File: config.mk
export PLATFORM = sky130hd
export DESIGN_NAME = tune_sequencer
export DESIGN_NICKNAME = d
export VERILOG_FILES = /design/src/rtl/music_pkg.sv /design/src/rtl/pitch_gen.sv /design/src/rtl/tune_sequencer.sv
export SDC_FILE = /design/constraint.sdc
export NUM_CORES = 2
export LEC_CHECK = 0
export ABC_AREA = 1
export BUFFER_PORTS_ARGS = -buffer_cell sky130_fd_sc_hd__buf_4
export CAP_MARGIN = 20
export CORE_ASPECT_RATIO = 1.1
export CORE_MARGIN = 3
export CORE_UTILIZATION = 45
export CTS_CLUSTER_DIAMETER = 50
export DETAILED_ROUTE_END_ITERATION = 12
export PLACE_DENSITY_LB_ADDON = 0.05
export SYNTH_ARGS = -nofsm -noshare
export SYNTH_HDL_FRONTEND = slang
export SYNTH_SLANG_ARGS = --single-unit
File: constraint.sdc
create_clock -name clk -period 3.4 [get_ports clk]
set_input_delay 0.17 -clock clk [delete_from_list [all_inputs] [get_ports clk]]
set_output_delay 0.17 -clock clk [all_outputs]
set_load 0.005 [all_outputs]
File: src/rtl/music_pkg.sv
// Shared types and constants for the tune sequencer: pitch divider table, FSM states and
// the layout of a note word in the tune RAM.
package music_pkg;

  localparam int unsigned NUM_SEMITONES = 12;
  localparam int unsigned WORD_W        = 8;
  localparam int unsigned CODE_W        = 6;
  localparam int unsigned DIV_W         = 9;

  // Note word fields
  localparam int unsigned END_BIT   = 7;
  localparam int unsigned SPARE_BIT = 6;
  localparam int unsigned CODE_MSB  = 5;
  localparam int unsigned CODE_LSB  = 0;

  // Semitone dividers, index 0 = A up to index 11 = G#
  localparam logic [NUM_SEMITONES-1:0][DIV_W-1:0] DIV_TABLE = {
    9'd270, 9'd286, 9'd303, 9'd322, 9'd341, 9'd361,
    9'd383, 9'd405, 9'd430, 9'd455, 9'd482, 9'd511
  };

  typedef enum logic [1:0] {
    StIdle,
    StFetch,
    StPlay
  } state_e;

  function automatic logic [DIV_W-1:0] div_of(input logic [3:0] semitone);
    return (semitone < 4'd12) ? DIV_TABLE[semitone] : DIV_TABLE[0];
  endfunction

endpackage

File: src/rtl/pitch_gen.sv
// Note code to square wave: a prescaler of (255>>octave)+1 cycles feeds a semitone divider of
// DIV+1 ticks, so the output flips every (DIV+1)*((255>>octave)+1) cycles.
module pitch_gen
  import music_pkg::*;
(
  input  logic              clk,
  input  logic              reset,
  input  logic [CODE_W-1:0] code,
  input  logic              restart,
  input  logic              enable,
  output logic              speaker
);

  logic [2:0]       octave;
  logic [3:0]       semitone;
  logic [7:0]       pre_last;
  logic [DIV_W-1:0] div_last;
  logic             run;

  logic [7:0]       pre_q, pre_d;
  logic [DIV_W-1:0] div_q, div_d;
  logic             spk_q, spk_d;

  always_comb begin
    octave   = 3'(code / CODE_W'(12));
    semitone = 4'(code % CODE_W'(12));
    pre_last = 8'hff >> octave;
    div_last = div_of(semitone);
    // Code 0 is a rest; counters stay clear so the next note starts in phase.
    run      = enable && !restart && (code != '0);
  end

  always_comb begin
    pre_d = '0;
    div_d = '0;
    spk_d = 1'b0;
    if (run) begin
      pre_d = pre_q + 8'd1;
      div_d = div_q;
      spk_d = spk_q;
      if (pre_q == pre_last) begin
        pre_d = '0;
        if (div_q == div_last) begin
          div_d = '0;
          spk_d = ~spk_q;
        end else begin
          div_d = div_q + DIV_W'(1);
        end
      end
    end
  end

  always_ff @(posedge clk) begin
    if (reset) begin
      pre_q <= '0;
      div_q <= '0;
      spk_q <= 1'b0;
    end else begin
      pre_q <= pre_d;
      div_q <= div_d;
      spk_q <= spk_d;
    end
  end

  assign speaker = spk_q & run;

endmodule

File: src/rtl/tune_sequencer.sv
// Tune sequencer: plays a writable RAM of note words at a fixed tempo onto a square-wave pin.
// Define ARTICULATION_EN to silence the last 1/16 of every step so repeated notes separate.
module tune_sequencer
  import music_pkg::*;
#(
  parameter int unsigned DEPTH       = 256,
  parameter int unsigned ADDR_W      = 8,
  parameter int unsigned STEP_CYCLES = 20971520,
  parameter int unsigned STEP_W      = 25
) (
  input  logic              clk,
  input  logic              reset,
  input  logic              wr_en,
  input  logic [ADDR_W-1:0] wr_addr,
  input  logic [WORD_W-1:0] wr_data,
  input  logic              play,
  input  logic              stop,
  input  logic              loop_en,
  output logic              speaker,
  output logic              busy,
  output logic              done,
  output logic [ADDR_W-1:0] step_addr
);

  localparam logic [STEP_W-1:0] STEP_LAST = STEP_W'(STEP_CYCLES - 1);
  localparam logic [ADDR_W-1:0] ADDR_LAST = ADDR_W'(DEPTH - 1);

  logic [WORD_W-1:0] ram [DEPTH];
  logic [WORD_W-1:0] rd_q;

  state_e            state_q, state_d;
  logic [ADDR_W-1:0] addr_q, addr_d;
  logic [STEP_W-1:0] cnt_q, cnt_d;
  logic              done_q, done_d;
  logic              rd_en, step_end, tone_en;
  logic              unused_spare;

  // Read is issued on the edge entering FETCH, so the word is valid throughout FETCH and
  // stays put while the step plays.
  always_ff @(posedge clk) begin
    if (wr_en) ram[wr_addr] <= wr_data;
    if (rd_en) rd_q <= ram[addr_d];
  end

  assign unused_spare = rd_q[SPARE_BIT];

  assign step_end = (state_q == StPlay) && (cnt_q == STEP_LAST);
  assign cnt_d    = (state_q == StPlay && !step_end) ? cnt_q + STEP_W'(1) : '0;

  always_comb begin
    state_d = state_q;
    addr_d  = addr_q;
    done_d  = 1'b0;
    if (stop) begin
      state_d = StIdle;
    end else begin
      case (state_q)
        StIdle: begin
          if (play) begin
            state_d = StFetch;
            addr_d  = '0;
          end
        end
        StFetch: begin
          if (!rd_q[END_BIT]) begin
            state_d = StPlay;
          end else if (loop_en && addr_q != '0) begin
            addr_d = '0;
          end else begin
            state_d = StIdle;
            done_d  = 1'b1;
          end
        end
        StPlay: begin
          if (step_end) begin
            if (addr_q == ADDR_LAST && !loop_en) begin
              state_d = StIdle;
              done_d  = 1'b1;
            end else begin
              state_d = StFetch;
              addr_d  = addr_q + ADDR_W'(1);
            end
          end
        end
        default: state_d = StIdle;
      endcase
    end
  end

  assign rd_en = (state_d == StFetch);

  always_ff @(posedge clk) begin
    if (reset) begin
      state_q <= StIdle;
      addr_q  <= '0;
      cnt_q   <= '0;
      done_q  <= 1'b0;
    end else begin
      state_q <= state_d;
      addr_q  <= addr_d;
      cnt_q   <= cnt_d;
      done_q  <= done_d;
    end
  end

`ifdef ARTICULATION_EN
  localparam logic [STEP_W-1:0] GAP_START = STEP_W'(STEP_CYCLES - STEP_CYCLES / 16);
  assign tone_en = (state_q == StPlay) && (cnt_q < GAP_START);
`else
  assign tone_en = (state_q == StPlay);
`endif

  pitch_gen u_pitch_gen (
    .clk    (clk),
    .reset  (reset),
    .code   (rd_q[CODE_MSB:CODE_LSB]),
    .restart(state_q == StFetch),
    .enable (tone_en),
    .speaker(speaker)
  );

  assign busy      = (state_q != StIdle);
  assign done      = done_q;
  assign step_addr = addr_q;

endmodule

==> flow_summary_export.csv <==
group,metric,value,unit
critical_path,r2r_slack,-90,ps
cts,cts_tree,"built",
timing,rsz0062_at_grt,"true",
global_route,grt_pass1_wl,375000,um
cts,cts_root_buf,"clkbuf_16",
die,dieHeight,454,um
drt,ant_nets,0,
critical_path,startpoint_type,"flop",
drt,drc,0,
timing,setup_violations,7,
critical_path,worstPathRequired,4010,ps
synth,synth_seq_cells,1853,
cells_and_area,layout-drive-gt1-share,0.131,
cts,cts.reportedPaths.clkPinSlew,60,ps
cells_and_area,regArea,55100,um^2
drt,totalWireLength,256000,um
placement,pre_cts_ws,-368,ps
synth,yosysTopAreaCellShare,0.658,
cts,clock_path_buffers,3,
synth,syn-num-nets,7615,
cells_and_area,final_cells,10500,
cts,numCtsBuffers,205,
timing,min_period,3490,ps
die,core,180000,um^2
power_and_ir_drop,power_leakage,0.0364,uW
min_path,min_path_type,"primary input to flop",
run_status,failed_checks,"setup timing",
cells_and_area,area_growth,18.4,%
placement,placed_cells,10000,
die,initial_core_util,0.455,
synth,syn_area_per_cell,10.8,um^2
die,io_pins,33,
timing,slew_violations,0,
timing,finalCritPeriodShare,1.03,
drt,vias,58100,
cts,clock_latency,850,ps
global_route,grt_max_degree,102,
drt,wl_per_cell,24.5,um
cts,clock-sinks,1853,
global_route,grt_usage,0.269,
global_route,overflow,0,
synth,synth_cells,7578,
synth,synth_seq_area_share,0.671,
placement,io_buffers,31,
synth,synth_area_leaders,"edfxtp_1 66%, nand3_1 11%, nand2_1 6.6%, nand3b_1 4.9%, inv_1 3.9%",
die,die_x,413,um
critical_path,endpoint_kind,"flop",
placement,place_hpwl,157000,um
run_status,outcome,"finished, violations left",
drt,first_pass_iters,6,
cells_and_area,multi_input_area,22300,um^2
synth,synth_edf_count,1799,
timing,tightestPinTransition,1080,ps
synth,async_reset_ff_frac,0,
cells_and_area,final_common_cell,"edfxtp_1",
timing,fin_worst_skew,32.4,ps
global_route,antenna_found_initial,10,
synth,synth_ff_type,"edfxtp_1",
critical_path,crit_fanout,9,
timing,worst_slack,-91.5,ps
timing,max_freq,286,MHz
cts,htree_levels,4,
placement,gp_congestion,0.887,
synth,synth_warnings,0,
cells_and_area,nNetsFinal,7926,
die,num_rows,163,
global_route,grt_pass1_vias,56900,
die,die-area,188000,um^2
timing,hold_viol_final,0,
power_and_ir_drop,max-vdd-ir-drop,0.000544,V
cells_and_area,fillers,15700,
power_and_ir_drop,powerDensity,490,nW/um^2
critical_path,crit_type,"flop to flop",
synth,synth.distinct_cells,41,
cells_and_area,layout_common_cells,"1,799 x edfxtp_1, 1,671 x nand3_1, 1,432 x nand2_1, 840 x inv_1, 532 x nand3b_1",
critical_path,cp.arrival,4100,ps
drt,via_per_inst,5.55,
run,cap_violations,0,
synth,synth_area_leader_cell,"edfxtp_1",
synth,syn_area,82100,um^2
drt,drt_iter0_markers,5604,
timing,slew_headroom,0.281,
## cell families (layout without fill, tap and decap cells)
family	after synthesis	in the layout	share of synthesized area
and+or+nand+nor	4153	4154	0.243
DFF	1853	1853	0.671
buffers and inverters	1363	1842	0.0677
AOI/OAI and AO/OA	169	169	0.0134
xor gates and xnor gates	25	25	0.00267
adders and majority gates	15	15	0.00229
other	0	4	0
## layout make-up
cell class,count,area share
flip-flops and latches,1853,0.567
multi-input cells,4363,0.230
repair buffers,617,0.0729
clock buffers,259,0.0563
inverters,849,0.0329
well taps,2392,0.0308
clock inverters,117,0.0102
diodes,4,0.000103
## cell usage after synthesis (21+ instances only)
cell,count
a21oi_1,33
buf_1,43
o211ai_1,86
xor2_1,22
nand3_1,1775
nand2_1,1446
nor2_1,360
nand3b_1,532
inv_1,843
edfxtp_1,1799
o21ai_1,21
dfxtp_1,54
buf_2,279
clkbuf_1,170
## worst paths after layout
kind	cells past startpoint	endpoint	from
min	3	step_addr[0]	reset
min reg2reg	2	cnt_q[9]	cnt_q[9]
max	23	rd_q[7]	step_addr[0]
max reg2reg	23	rd_q[7]	step_addr[0]
## what timing repair did
action | in CTS | in global routing
buffers inserted | 7 | 25
pin swaps | 8 | 46
gates resized for setup | 91 | 135
cloned | 8 | 11
endpoints found under the setup margin | 7 | 15
hold endpoints to repair | 449 | 0
hold buffers | 14 | 0
## state kept, by name, summed over array words and instances (netlist names)
name               flops
ram                 1792
rd_q                   7
done                   1
u_pitch_gen.div_q      9
u_pitch_gen.spk_q      1
u_pitch_gen.pre_q      8
state_q                2
step_addr              8
cnt_q                 25
## report_power, final
| group | total [uW] | switching, uW | internal [uW] |
|---|---|---|---|
| clock network | 21400 | 9090 | 12300 |
| logic | 1110 | 875 | 234 |
| registers | 25100 | 24.1 | 25100 |
| total | 47700 | 9990 | 37700 |
## through the flow
stage	utilization	setup TNS, ps	cell area [um^2]	hold WS [ps]	power [uW]
final	0.539	-320	97200	184	47700
after global routing	0.539	-1300	97200	200	49000
after CTS	0.533	-876	96100	133	48000
after detailed placement	0.492	-2420	88700	357	26700
after global placement	0.492	-2700	88700	355	26600
after floorplan	-	0	82100	246	25800
## metal layers
layer  up-vias  track usage  share of wire
li1      26800            -              -
met1     28900        0.375           0.43
met2      1944        0.435           0.47
met3       384       0.0420          0.068
met4         4       0.0839          0.030
met5         -            0       0.000090
## critical path, cell delays in order (launching register included)
cell and delay, ps:
dfxtp_4 360, inv_2 40, ha_1 170, nor3b_1 130, nand2_1 110, nand3_2 130
a21oi_4 180, nand2_2 80, buf_6 130, nand2_8 150, nand2_8 140, buf_16 200
buf_4 150, buf_4 150, nand2_1 60, nand2_1 50, nand2_1 50, nand3_1 90
nand3_1 190, nand3_1 210, nand3_1 120, nand3_1 140, nand3_4 130, nand2_1 60
(Power assumes the default switching activity.)
